==> config.mk <==
export PLATFORM = sky130hd
export DESIGN_NAME = spi_rx_deser
export DESIGN_NICKNAME = d
export VERILOG_FILES = /design/src/rtl/spi_pkg.sv /design/src/rtl/sync_edge_det.sv /design/src/rtl/spi_rx_deser.sv
export SDC_FILE = /design/constraint.sdc
export NUM_CORES = 1
export LEC_CHECK = 0
export BUFFER_PORTS_ARGS = -buffer_cell sky130_fd_sc_hd__buf_2
export CAP_MARGIN = 20
export CORE_MARGIN = 2
export CORE_UTILIZATION = 55
export DETAILED_ROUTE_END_ITERATION = 10
export GPL_TIMING_DRIVEN = 0
export PLACE_DENSITY = 0.77
export SYNTH_ARGS = -nofsm -noshare
export SYNTH_HDL_FRONTEND = slang
export SYNTH_SLANG_ARGS = --single-unit
==> constraint.sdc <==
create_clock -name clk -period 2.5 [get_ports clk]
set_input_delay 0.375 -clock clk [delete_from_list [all_inputs] [get_ports clk]]
set_output_delay 0.375 -clock clk [all_outputs]
set_load 0.005 [all_outputs]
==> src/rtl/spi_pkg.sv <==
// Shared types and pin idle levels for the SPI mode-0 receive deserializer.
package spi_pkg;

    typedef enum logic {
        IDLE  = 1'b0,
        SHIFT = 1'b1
    } state_t;

    // Synchronizers reset to these so releasing reset never looks like a pin edge
    localparam logic SCK_IDLE = 1'b0;
    localparam logic CSN_IDLE = 1'b1;
    localparam logic SDI_IDLE = 1'b0;

endpackage

==> src/rtl/sync_edge_det.sv <==
// Multi-flop pin synchronizer with a delayed copy for rise/fall pulse detection.
module sync_edge_det #(
    parameter int   SYNC_STAGES = 2,
    parameter logic RESET_VAL   = 1'b0
) (
    input  logic clk,
    input  logic rst_n,
    input  logic i_pin,
    output logic o_level,
    output logic o_rise,
    output logic o_fall
);

    logic [SYNC_STAGES-1:0] r_sync;
    logic                   r_dly;

    always_ff @(posedge clk or negedge rst_n) begin
        if (!rst_n) begin
            r_sync <= {SYNC_STAGES{RESET_VAL}};
            r_dly  <= RESET_VAL;
        end else begin
            r_sync <= {r_sync[SYNC_STAGES-2:0], i_pin};
            r_dly  <= r_sync[SYNC_STAGES-1];
        end
    end

    assign o_level = r_sync[SYNC_STAGES-1];
    assign o_rise  = r_sync[SYNC_STAGES-1] & ~r_dly;
    assign o_fall  = ~r_sync[SYNC_STAGES-1] & r_dly;

endmodule

==> src/rtl/spi_rx_deser.sv <==
// SPI mode-0 receiver: oversampled pins, MSB-first shift, valid/ready word output
// with frame strobes, partial-word indication and a sticky overrun flag.
module spi_rx_deser
    import spi_pkg::*;
#(
    parameter int WIDTH       = 8,
    parameter int SYNC_STAGES = 2,
    parameter int IDX_W       = 8
) (
    input  logic             clk,
    input  logic             reset,
    input  logic             sck,
    input  logic             cs_n,
    input  logic             sdi,
    output logic [WIDTH-1:0] out_data,
    output logic             out_valid,
    input  logic             out_ready,
    output logic [IDX_W-1:0] word_idx,
    output logic             frame_start,
    output logic             frame_end,
    output logic             partial,
    output logic             overrun,
    input  logic             clr_overrun
);

    localparam int              CNT_W    = (WIDTH > 2) ? $clog2(WIDTH) : 1;
    localparam logic [CNT_W-1:0] LAST_BIT = CNT_W'(WIDTH - 1);

    state_t r_state, w_state_nxt;

    logic [SYNC_STAGES-1:0] r_sdi_sync;
    logic [WIDTH-1:0]       r_sr, r_out_data, w_word;
    logic [CNT_W-1:0]       r_bit_cnt, w_bit_cnt_nxt;
    logic [IDX_W-1:0]       r_word_cnt, r_word_idx;
    logic                   r_out_valid, r_overrun;
    logic                   r_frame_start, r_frame_end, r_partial;
    logic w_sck_rise, w_cs_rise, w_cs_fall, w_sdi_s;
    logic w_unused_sck_level, w_unused_sck_fall, w_unused_cs_level;
    logic w_shift_en, w_word_done, w_load, w_drop;
    logic w_frame_start, w_frame_end, w_partial;

    sync_edge_det #(.SYNC_STAGES(SYNC_STAGES), .RESET_VAL(SCK_IDLE)) u_sck_sync (
        .clk(clk), .rst_n(reset), .i_pin(sck),
        .o_level(w_unused_sck_level), .o_rise(w_sck_rise), .o_fall(w_unused_sck_fall)
    );

    sync_edge_det #(.SYNC_STAGES(SYNC_STAGES), .RESET_VAL(CSN_IDLE)) u_cs_sync (
        .clk(clk), .rst_n(reset), .i_pin(cs_n),
        .o_level(w_unused_cs_level), .o_rise(w_cs_rise), .o_fall(w_cs_fall)
    );

    // Same depth as the sck/cs_n paths so sdi is aligned with the sck edge it belongs to
    always_ff @(posedge clk or negedge reset) begin
        if (!reset) r_sdi_sync <= {SYNC_STAGES{SDI_IDLE}};
        else        r_sdi_sync <= {r_sdi_sync[SYNC_STAGES-2:0], sdi};
    end
    assign w_sdi_s = r_sdi_sync[SYNC_STAGES-1];

    always_ff @(posedge clk or negedge reset) begin
        if (!reset) r_state <= IDLE;
        else        r_state <= w_state_nxt;
    end

    always_comb begin
        w_state_nxt = r_state;
        if (r_state == IDLE && w_cs_fall)       w_state_nxt = SHIFT;
        else if (r_state == SHIFT && w_cs_rise) w_state_nxt = IDLE;
    end

    // partial looks at the post-shift count so a coincident sck edge completing a word wins
    always_comb begin
        w_frame_start = (r_state == IDLE) && w_cs_fall;
        w_frame_end   = (r_state == SHIFT) && w_cs_rise;
        w_partial     = w_frame_end && (w_bit_cnt_nxt != '0);
    end

    assign w_shift_en  = (r_state == SHIFT) && w_sck_rise;
    assign w_word_done = w_shift_en && (r_bit_cnt == LAST_BIT);
    assign w_word      = {r_sr[WIDTH-2:0], w_sdi_s};
    assign w_load      = w_word_done && (!r_out_valid || out_ready);
    assign w_drop      = w_word_done && r_out_valid && !out_ready;

    always_comb begin
        w_bit_cnt_nxt = r_bit_cnt;
        if (w_frame_start)   w_bit_cnt_nxt = '0;
        else if (w_shift_en) w_bit_cnt_nxt = w_word_done ? '0 : r_bit_cnt + 1'b1;
    end

    always_ff @(posedge clk or negedge reset) begin
        if (!reset) begin
            r_sr          <= '0;
            r_bit_cnt     <= '0;
            r_word_cnt    <= '0;
            r_out_data    <= '0;
            r_word_idx    <= '0;
            r_out_valid   <= 1'b0;
            r_overrun     <= 1'b0;
            r_frame_start <= 1'b0;
            r_frame_end   <= 1'b0;
            r_partial     <= 1'b0;
        end else begin
            r_bit_cnt     <= w_bit_cnt_nxt;
            r_frame_start <= w_frame_start;
            r_frame_end   <= w_frame_end;
            r_partial     <= w_partial;
            if (w_shift_en) r_sr <= w_word;
            if (w_frame_start)
                r_word_cnt <= '0;
            else if (w_word_done && r_word_cnt != '1)
                r_word_cnt <= r_word_cnt + 1'b1;
            if (w_load) begin
                r_out_data <= w_word;
                r_word_idx <= r_word_cnt;
            end
            if (w_load)         r_out_valid <= 1'b1;
            else if (out_ready) r_out_valid <= 1'b0;
            if (w_drop)           r_overrun <= 1'b1;
            else if (clr_overrun) r_overrun <= 1'b0;
        end
    end

    assign out_data    = r_out_data;
    assign out_valid   = r_out_valid;
    assign word_idx    = r_word_idx;
    assign frame_start = r_frame_start;
    assign frame_end   = r_frame_end;
    assign partial     = r_partial;
    assign overrun     = r_overrun;

endmodule

# After elaboration in Yosys (flattened, before gate mapping)
# Index checks and enable logic that the tools add are counted.
# word_totals
regBits,48
input_bits,7
out_inout_bits,21
word_cells,55
# classes
add_sub_neg,2
n_eq_ne,2
muxes,11
n_bitwise,7
n_reduce_logical,17
# op_table
op,n
2-to-1 mux 8 bit,2
logical AND 1 bit,9
2-to-1 mux 3 bit,3
adder 8 x 1 -> 8 bit (second input constant),1
inequality test 8 bit (second input constant),1
nonzero test 2 bit,4
2-to-1 mux 1 bit,6
inverter 1 bit,4
adder 3 x 1 -> 3 bit (second input constant),1
bitwise AND 1 bit,3
== test 3 bit (second input constant),1
nonzero test 3 bit,1
logical NOT 1 bit,2
logical OR 1 bit,1

# Depth between registers and ports, before layout
# Gate-level depths: netlist of the first run.
# logic_depth
word_depth,9
mapped_depth,7
ltp_nobuf,6

# Modules after synthesis
# From an unflattened synthesis of the first run, not the netlist that was laid out.
# hier_totals
hier_cells,143
area_unflattened_um2,1954.4
# modules_own_cells
module,n_inst,cells_per_inst,area_per_inst_um2,seq_area_each_um2
spi_rx_deser,1,133,1770.4,1051.0
sync_edge_det at u_cs_sync,1,5,93.8,78.8
sync_edge_det at u_sck_sync,1,5,90.1,75.1

# Worst setup path after synthesis of the first run
# No wires, ideal clock.
# synth_path
path_kind,reg-to-reg
startpoint,reg r_bit_cnt[0]
endpoint,"reg r_out_data[0], in the netlist out_data[0]"
setup_time_ns,0.125
t_arrival_ns,1.656
t_required_ns,2.375
setup_slack_ns,0.719
path_stages_with_launch,8
n_path_buf,2
period_less_slack_ns,1.781
cell_sequence,dfrtp_1 -> ha_1 -> ha_1 -> nand4b_4 -> nor2b_2 -> buf_6 -> buf_8 -> mux2_2
# synth_via
elab_chain_len,3
# synth_lines
element,line,source
from (decl),spi_rx_deser.sv:33,"logic [CNT_W-1:0] r_bit_cnt, w_bit_cnt_nxt;"
from (signal assigned),spi_rx_deser.sv:102,r_bit_cnt <= w_bit_cnt_nxt;
== test 3 bit,spi_rx_deser.sv:78,assign w_word_done = w_shift_en && (r_bit_cnt == LAST_BIT);
logical AND 1 bit,spi_rx_deser.sv:78,
logical AND 1 bit,spi_rx_deser.sv:80,assign w_load = w_word_done && (!r_out_valid || out_ready);
to (signal assigned),spi_rx_deser.sv:112,r_out_data <= w_word;
to (decl),spi_rx_deser.sv:32,"logic [WIDTH-1:0] r_sr, r_out_data, w_word;"
# No other way between the ends.
# A chain may end at the register's enable or synchronous reset.

# Final worst setup path of the first run
# layout_path
startpoint,reg r_bit_cnt[0]
endpoint,"reg r_word_idx[7], in the netlist word_idx[7]"
# layout_via
elab_chain_len,3
# layout_lines
element,line,source
== test 3 bit,spi_rx_deser.sv:78,
logical AND 1 bit,spi_rx_deser.sv:78,
logical AND 1 bit,spi_rx_deser.sv:80,
to (signal assigned),spi_rx_deser.sv:113,r_word_idx <= r_word_cnt;
to (decl),spi_rx_deser.sv:34,"logic [IDX_W-1:0] r_word_cnt, r_word_idx;"
# No other way between the ends.

==> results of run 1 <==
==> logic make-up (layout without fill, tap and decap cells) <==
kind of cell,count (synthesis),count (layout),share of synthesized area
XOR/XNOR,2,2,0.00918
AND/OR/NAND/NOR,31,31,0.0963
buffers and inverters,8,44,0.0269
adder cells (fa/ha/maj),4,4,0.0249
flip-flops,48,48,0.631
AO/OA/AOI/OAI,17,17,0.0649
multiplexers,25,25,0.147
==> through the flow <==
stage          cell area [sq um]  utilization  hold WS (ns)  cells
2_1_floorplan               1910            -        0.0794    135
3_3_place_gp                2100        0.630         0.335    208
3_5_place_dp                2100        0.630         0.341    208
4_1_cts                     2160        0.646        0.0776    216
5_1_grt                     2180        0.654       0.00158    217
6_report                    2180        0.654       -0.0364    217
==> state kept, by name, summed over array words and instances, names as in the netlist <==
signal,count
r_state,1
r_bit_cnt,3
u_cs_sync.r_sync,2
out_data,8
r_word_cnt,8
r_sr,7
r_sdi_sync,2
u_sck_sync.r_dly,1
partial,1
u_cs_sync.r_dly,1
frame_start,1
u_sck_sync.r_sync,2
frame_end,1
word_idx,8
out_valid,1
overrun,1
==> worst paths after layout <==
check	start	end	slack, ns
max in group asynchronous	reset	u_cs_sync.r_dly$_DFF_PN1_	1.96
worst min register to register	u_sck_sync.r_sync[0]$_DFF_PN0_	u_sck_sync.r_sync[1]$_DFF_PN0_	0.36
worst min-delay path	reset	word_idx[5]$_DFFE_PN0P_	-0.04
worst max-delay path	r_bit_cnt[0]$_DFF_PN0_	word_idx[7]$_DFFE_PN0P_	0.47
min in group clk	cs_n	u_cs_sync.r_sync[0]$_DFF_PN1_	0.09
worst max register to register	r_bit_cnt[0]$_DFF_PN0_	word_idx[7]$_DFFE_PN0P_	0.47
==> power groups by stage <==
stage	sequential [uW]	clock [uW]	combinational, uW
final	902	342	139
after detailed placement	918	0	136
after CTS	903	357	137
after global routing	915	391	159
after floorplan	902	0	93.7
after global placement	910	0	123
==> layout make-up <==
class | count | area (sq um)
buffer | 4 | 36.3
tap | 46 | 57.6
inverter | 4 | 15.0
fill | 272 | 1150
timing repair buffer | 28 | 163
clock inverter | 2 | 12.5
clock buffer | 6 | 41.3
sequential | 48 | 1200
multi-input combinational | 79 | 653
==> cells in the final DEF, fill, tap and decap left out, drive strengths merged <==
cell / count
nand3b: 1
nor3: 3
clkbuf: 6
nand3: 1
inv: 4
nor2: 9
mux2: 24
a41oi: 1
o311a: 1
o21ai: 1
ha: 3
a2111oi: 1
and2: 1
and4: 1
xnor2: 2
dfstp: 3
a211oi: 3
nand2: 6
nor4: 1
dfrtp: 45
a31oi: 3
clkinv: 1
mux2i: 1
o21bai: 2
nor3b: 3
clkinvlp: 1
a21oi: 3
nand4b: 1
buf: 32
nor2b: 1
nand2b: 2
maj3: 1
o22ai: 1
nand4: 1
a21boi: 1
==> layer usage <==
layer | vias up | routed length, um | part of all wire
li1 | 552 | - | -
met2 | 27 | 1570 | 0.50
met1 | 589 | 1350 | 0.43
met5 | - | 0 | 0
met4 | 0 | 76 | 0.024
met3 | 7 | 115 | 0.037
==> critical path: stages (launching register included) <==
cell	delay, ns
dfrtp_1	0.45
ha_1	0.19
ha_1	0.29
nand4b_4	0.20
nor2b_2	0.16
buf_6	0.16
buf_8	0.15
mux2_2	0.34
==> results.toml, run 1 <==
[global_routing]
met2_usage = 0.310
grt_max_degree = 49
gr-usage-met1 = 0.217
grt_pass1_wl_um = 5520
met3_usage = 0.0414
grt_overflow_total = 0
antenna_found_initial = 0
busiest_layer = "met2"
grt_usage = 0.183
grt_pass1_vias = 1229

[sta]
timing.final.crit_period_ns = 2.03
setup_ws_ns = 0.467
max_slew_margin = 0.651
holdWs_ns = -0.0364
slew_viol_final = 0
hold_violations = 19
rsz0062_at_grt = "no"
clock_skew_ns = 0.00769
setup_violations = 0
fmax_ghz = 0.492
worst_slew_pin_slew_ns = 0.523
timing.final.crit_share = 0.813
setup_tns_ns = 0

[pwr]
swShare = 0.251
p_int_uw = 1040
power_uw = 1380
power_per_cell_area_mw_per_mm2 = 633
power_leakage_uw = 0.00111
comb_power_share = 0.101
p_clk_frac = 0.247
vdd_drop_max_mv = 0.452
power_switching_uw = 347
seqPwrFrac = 0.652

[synth]
ys.flop_type = "dfrtp_1"
synth.yosys.seq_area_share = 0.631
yosysUniqueCellTypes = 34
synth_area_sq_mm = 0.00191
postSynthAreaPerCell_sq_um = 14.1
yosysWarnings = 0
yosys.area.top_type_share = 0.590
ys_top_cells_by_count = "45 x dfrtp_1, 24 x mux2_2, 9 x nor2_1, 6 x nand2_1, 4 x inv_1"
syn_nets = 145
synth-seq-cells = 48
synth_async_sr_flop_share = 1.00
synth_cells = 135
yosysMostFrequentCell = "dfrtp_1"
yosysTopAreaCell = "dfrtp_1"
synth_edf_count = 0
synth.area.top_cells = "dfrtp_1 59%, mux2_2 14%, dfstp_2 4.1%"

[floorplan]
initial_core_util = 0.572
io_pins = 28
rows = 21
design.core.area_sq_mm = 0.00334
dieArea_sq_mm = 0.00396
die_h_um = 62.9
die_x_um = 62.9

[cts]
clk_latency_ns = 0.37
cts-buffers-inserted = 5
cts_resized = 0
cts.path.max_buffers = 2
post_cts_buffers = 0
cts_hold_buf = 0
clk_pin_slew_ns = 0.13
cts.sinks = 48
tritoncts = "done"
cts_root_buf = "clkbuf_4"
htreeDepth = 2

[worst_setup_path]
critPathMaxFanout = 10
crit_path_end_kind = "register"
crit_path_start_kind = "register"
worstPathRequired_ns = 2.76
cp.arrival_ns = 2.30
path_class = "register to register"
r2r_cells = 7

[finish]
diodes = 0
layout.nets = 180
synthToLayoutAreaGrowth_pct = 14.4
drive_gt1_frac = 0.415

[route]
wl_um = 3110
vias = 1175
wl_per_cell_um = 14.3
via_per_inst = 5.41
drc = 0
first_pass_iters = 4
ant_nets = 0
drt_iter0_drc = 54

[outcome]
violations = "negative hold slack"
status = "finished with violations"

[placed_design]
numPortBuffers = 27
dp_hpwl_um = 2210
routabilityCongestion = 0.726
pre_cts_slack_ns = 0.488

[run]
cap_viol_max_count = 0

[min_path]
hold_path.class = "primary input to async pin"
Note: power is estimated with default switching activity, not from simulation.
==> run 2, diff against run 1 <==
- ABC_AREA: not set -> 1
- CORE_UTILIZATION: 55 -> 51
- PLACE_DENSITY: 0.77 -> 0.75
- clock period: 2.5 -> 1.7 ns (I/O delays scaled with it)
==> results.toml, run 2 <==
[worst_setup_path]
path_class = "register to register"
slowest_delay_ns = 0.41
cp.arrival_ns = 1.79
worstPathRequired_ns = 1.93
crit_path_start_kind = "register"
cp-startpoint = "r_bit_cnt[0]$_DFF_PN0_"
critical_path.top_delay_family = "adder cells"
path_buf_inv = 2
crit_slowest_cell = "dfrtp_1"
crit_path_end_kind = "register"
critPathMaxFanout = 10
path_cells = "ha_1, ha_1, nand2_2, clkinv_2, nand2_2, buf_6, nand2_1, o21ai_2"
reg2reg_from = "r_bit_cnt[0]$_DFF_PN0_"

[cts]
tritoncts = "done"
htreeDepth = 2
cts.sinks = 48
clk_pin_slew_ns = 0.09
cts.path.max_buffers = 2
clk_latency_ns = 0.31
cts-buffers-inserted = 5
cts_root_buf = "clkbuf_8"

[route]
drt_iter0_drc = 74
vias = 1460
ant_nets = 0
wl_per_cell_um = 12.4
via_per_inst = 4.95
drc = 0
first_pass_iters = 4
wl_um = 3650

[outcome]
status = "finished clean"

[placed_design]
dp_hpwl_um = 2500
routabilityCongestion = 0.805
numPortBuffers = 27

[floorplan]
rows = 23
io_pins = 28
initial_core_util = 0.523
die_h_um = 67.6
die_x_um = 67.6
design.core.area_sq_mm = 0.00394
dieArea_sq_mm = 0.00457

[synth]
synth_async_sr_flop_share = 1.00
yosysMostFrequentCell = "dfrtp_1"
synth-seq-cells = 48
synth_area_sq_mm = 0.00206
ys_top_cells_by_count = "45 x dfrtp_1, 43 x nand2_1, 31 x inv_1, 16 x nand2_2, 14 x o21ai_2"
yosys.area.top_type_share = 0.546
yosysUniqueCellTypes = 26
postSynthAreaPerCell_sq_um = 9.92
ys.flop_type = "dfrtp_1"
yosysTopAreaCell = "dfrtp_1"
syn_nets = 218
synth.yosys.seq_area_share = 0.584
synth.area.top_cells = "dfrtp_1 55%, nand2_1 7.8%, o21ai_2 5.9%"
synth_cells = 208
yosysWarnings = 0
synth_edf_count = 0

[run]
cap_viol_max_count = 0

[sta]
fmax_ghz = 0.643
rsz0062_at_grt = "no"
clock_skew_ns = 0.0130
timing.final.crit_share = 0.914
slew_viol_final = 0
holdWs_ns = 0.0397
setup_violations = 0
max_slew_margin = 0.770
setup_tns_ns = 0
timing.final.crit_period_ns = 1.55
hold_violations = 0
worst_slew_pin_slew_ns = 0.345

[finish]
layout.nets = 254
seqCellArea_sq_mm = 0.00120
final_cell_mix = "45 x dfrtp_1, 43 x nand2_1, 31 x inv_1, 28 x buf_2, 16 x nand2_2"
diodes = 0
final_common_cell = "dfrtp_1"
fill_cells = 335
drive_gt1_frac = 0.335
synthToLayoutAreaGrowth_pct = 16.9
multi_input_area_sq_um = 688

[global_routing]
grt_max_degree = 49
antenna_found_initial = 0
grt_pass1_vias = 1396
grt_pass1_wl_um = 6190
grt_usage = 0.186
grt_overflow_total = 0

[min_path]
hold_path.class = "primary input to register"
min_from = "cs_n"

[pwr]
vdd_drop_max_mv = 0.844
power_per_cell_area_mw_per_mm2 = 1200
power_leakage_uw = 0.00124
[run 2: per-stage QoR]
| step | area, sq um | util | worst slack, ns | power, uW | instances |
|---|---|---|---|---|---|
| floorplan | 2060 | - | 0.307 | 1850 | 208 |
| global placement | 2260 | 0.573 | 0.187 | 2010 | 285 |
| detailed placement | 2260 | 0.573 | 0.172 | 2050 | 285 |
| CTS | 2380 | 0.604 | 0.145 | 2910 | 293 |
| global route | 2410 | 0.612 | 0.0432 | 3080 | 295 |
| finish | 2410 | 0.612 | 0.146 | 2890 | 295 |
[run 2: path summary, 6_finish.rpt]
| kind | end | slack (ns) | cells after the start |
|---|---|---|---|
| max | out_data[5]$_DFFE_PN0P_ | 0.15 | 8 |
| min | u_cs_sync.r_sync[0]$_DFF_PN1_ | 0.04 | 1 |
| max reg2reg | out_data[5]$_DFFE_PN0P_ | 0.15 | 8 |
| min reg2reg | u_cs_sync.r_sync[1]$_DFF_PN1_ | 0.36 | 0 |
| max in group asynchronous | u_cs_sync.r_sync[0]$_DFF_PN1_ | 0.82 | 3 |
| min in group asynchronous | word_idx[1]$_DFFE_PN0P_ | 0.35 | 2 |
[run 2: cell families (layout without fill, tap and decap cells)]
| group | after synthesis | after routing | share of synthesized area |
|---|---|---|---|
| AOI/OAI and AO/OA | 31 | 31 | 0.105 |
| xor gates and xnor gates | 1 | 1 | 0.00425 |
| DFF | 48 | 48 | 0.584 |
| buffers and inverters | 38 | 75 | 0.0825 |
| and+or+nand+nor | 87 | 87 | 0.206 |
| adders and majority gates | 3 | 3 | 0.0182 |
[run 2: metal layers]
layer / share of wire / GRT usage / wire length, um / up-vias
li1: - / - / - / 718
met1: 0.44 / 0.233 / 1590 / 697
met2: 0.49 / 0.300 / 1770 / 40
met3: 0.066 / 0.0600 / 239 / 5
met4: 0.012 / 0.0689 / 42 / 0
met5: 0 / 0 / 0 / -
[run 2: power breakdown]
part / switching [uW] / internal [uW]
registers: 123 / 1330
clock network: 377 / 481
logic: 355 / 224
[run 2: area by class of cell]
| type | instances | share of cell area |
|---|---|---|
| plain buffers | 4 | 0.0161 |
| clock buffers | 6 | 0.0342 |
| clock inverters | 2 | 0.0161 |
| inverters | 34 | 0.0545 |
| multi-input cells | 122 | 0.285 |
| flip-flops and latches | 48 | 0.499 |
| well taps | 50 | 0.0259 |
| repair buffers | 29 | 0.0685 |
[run 2: timing repair]
| action | 4_1_cts | 5_1_grt |
|---|---|---|
| hold buffers | 0 | 1 |
| gates resized for setup | 0 | 0 |
| buffers inserted | 0 | 0 |
| endpoints found under the hold margin | 0 | 10 |
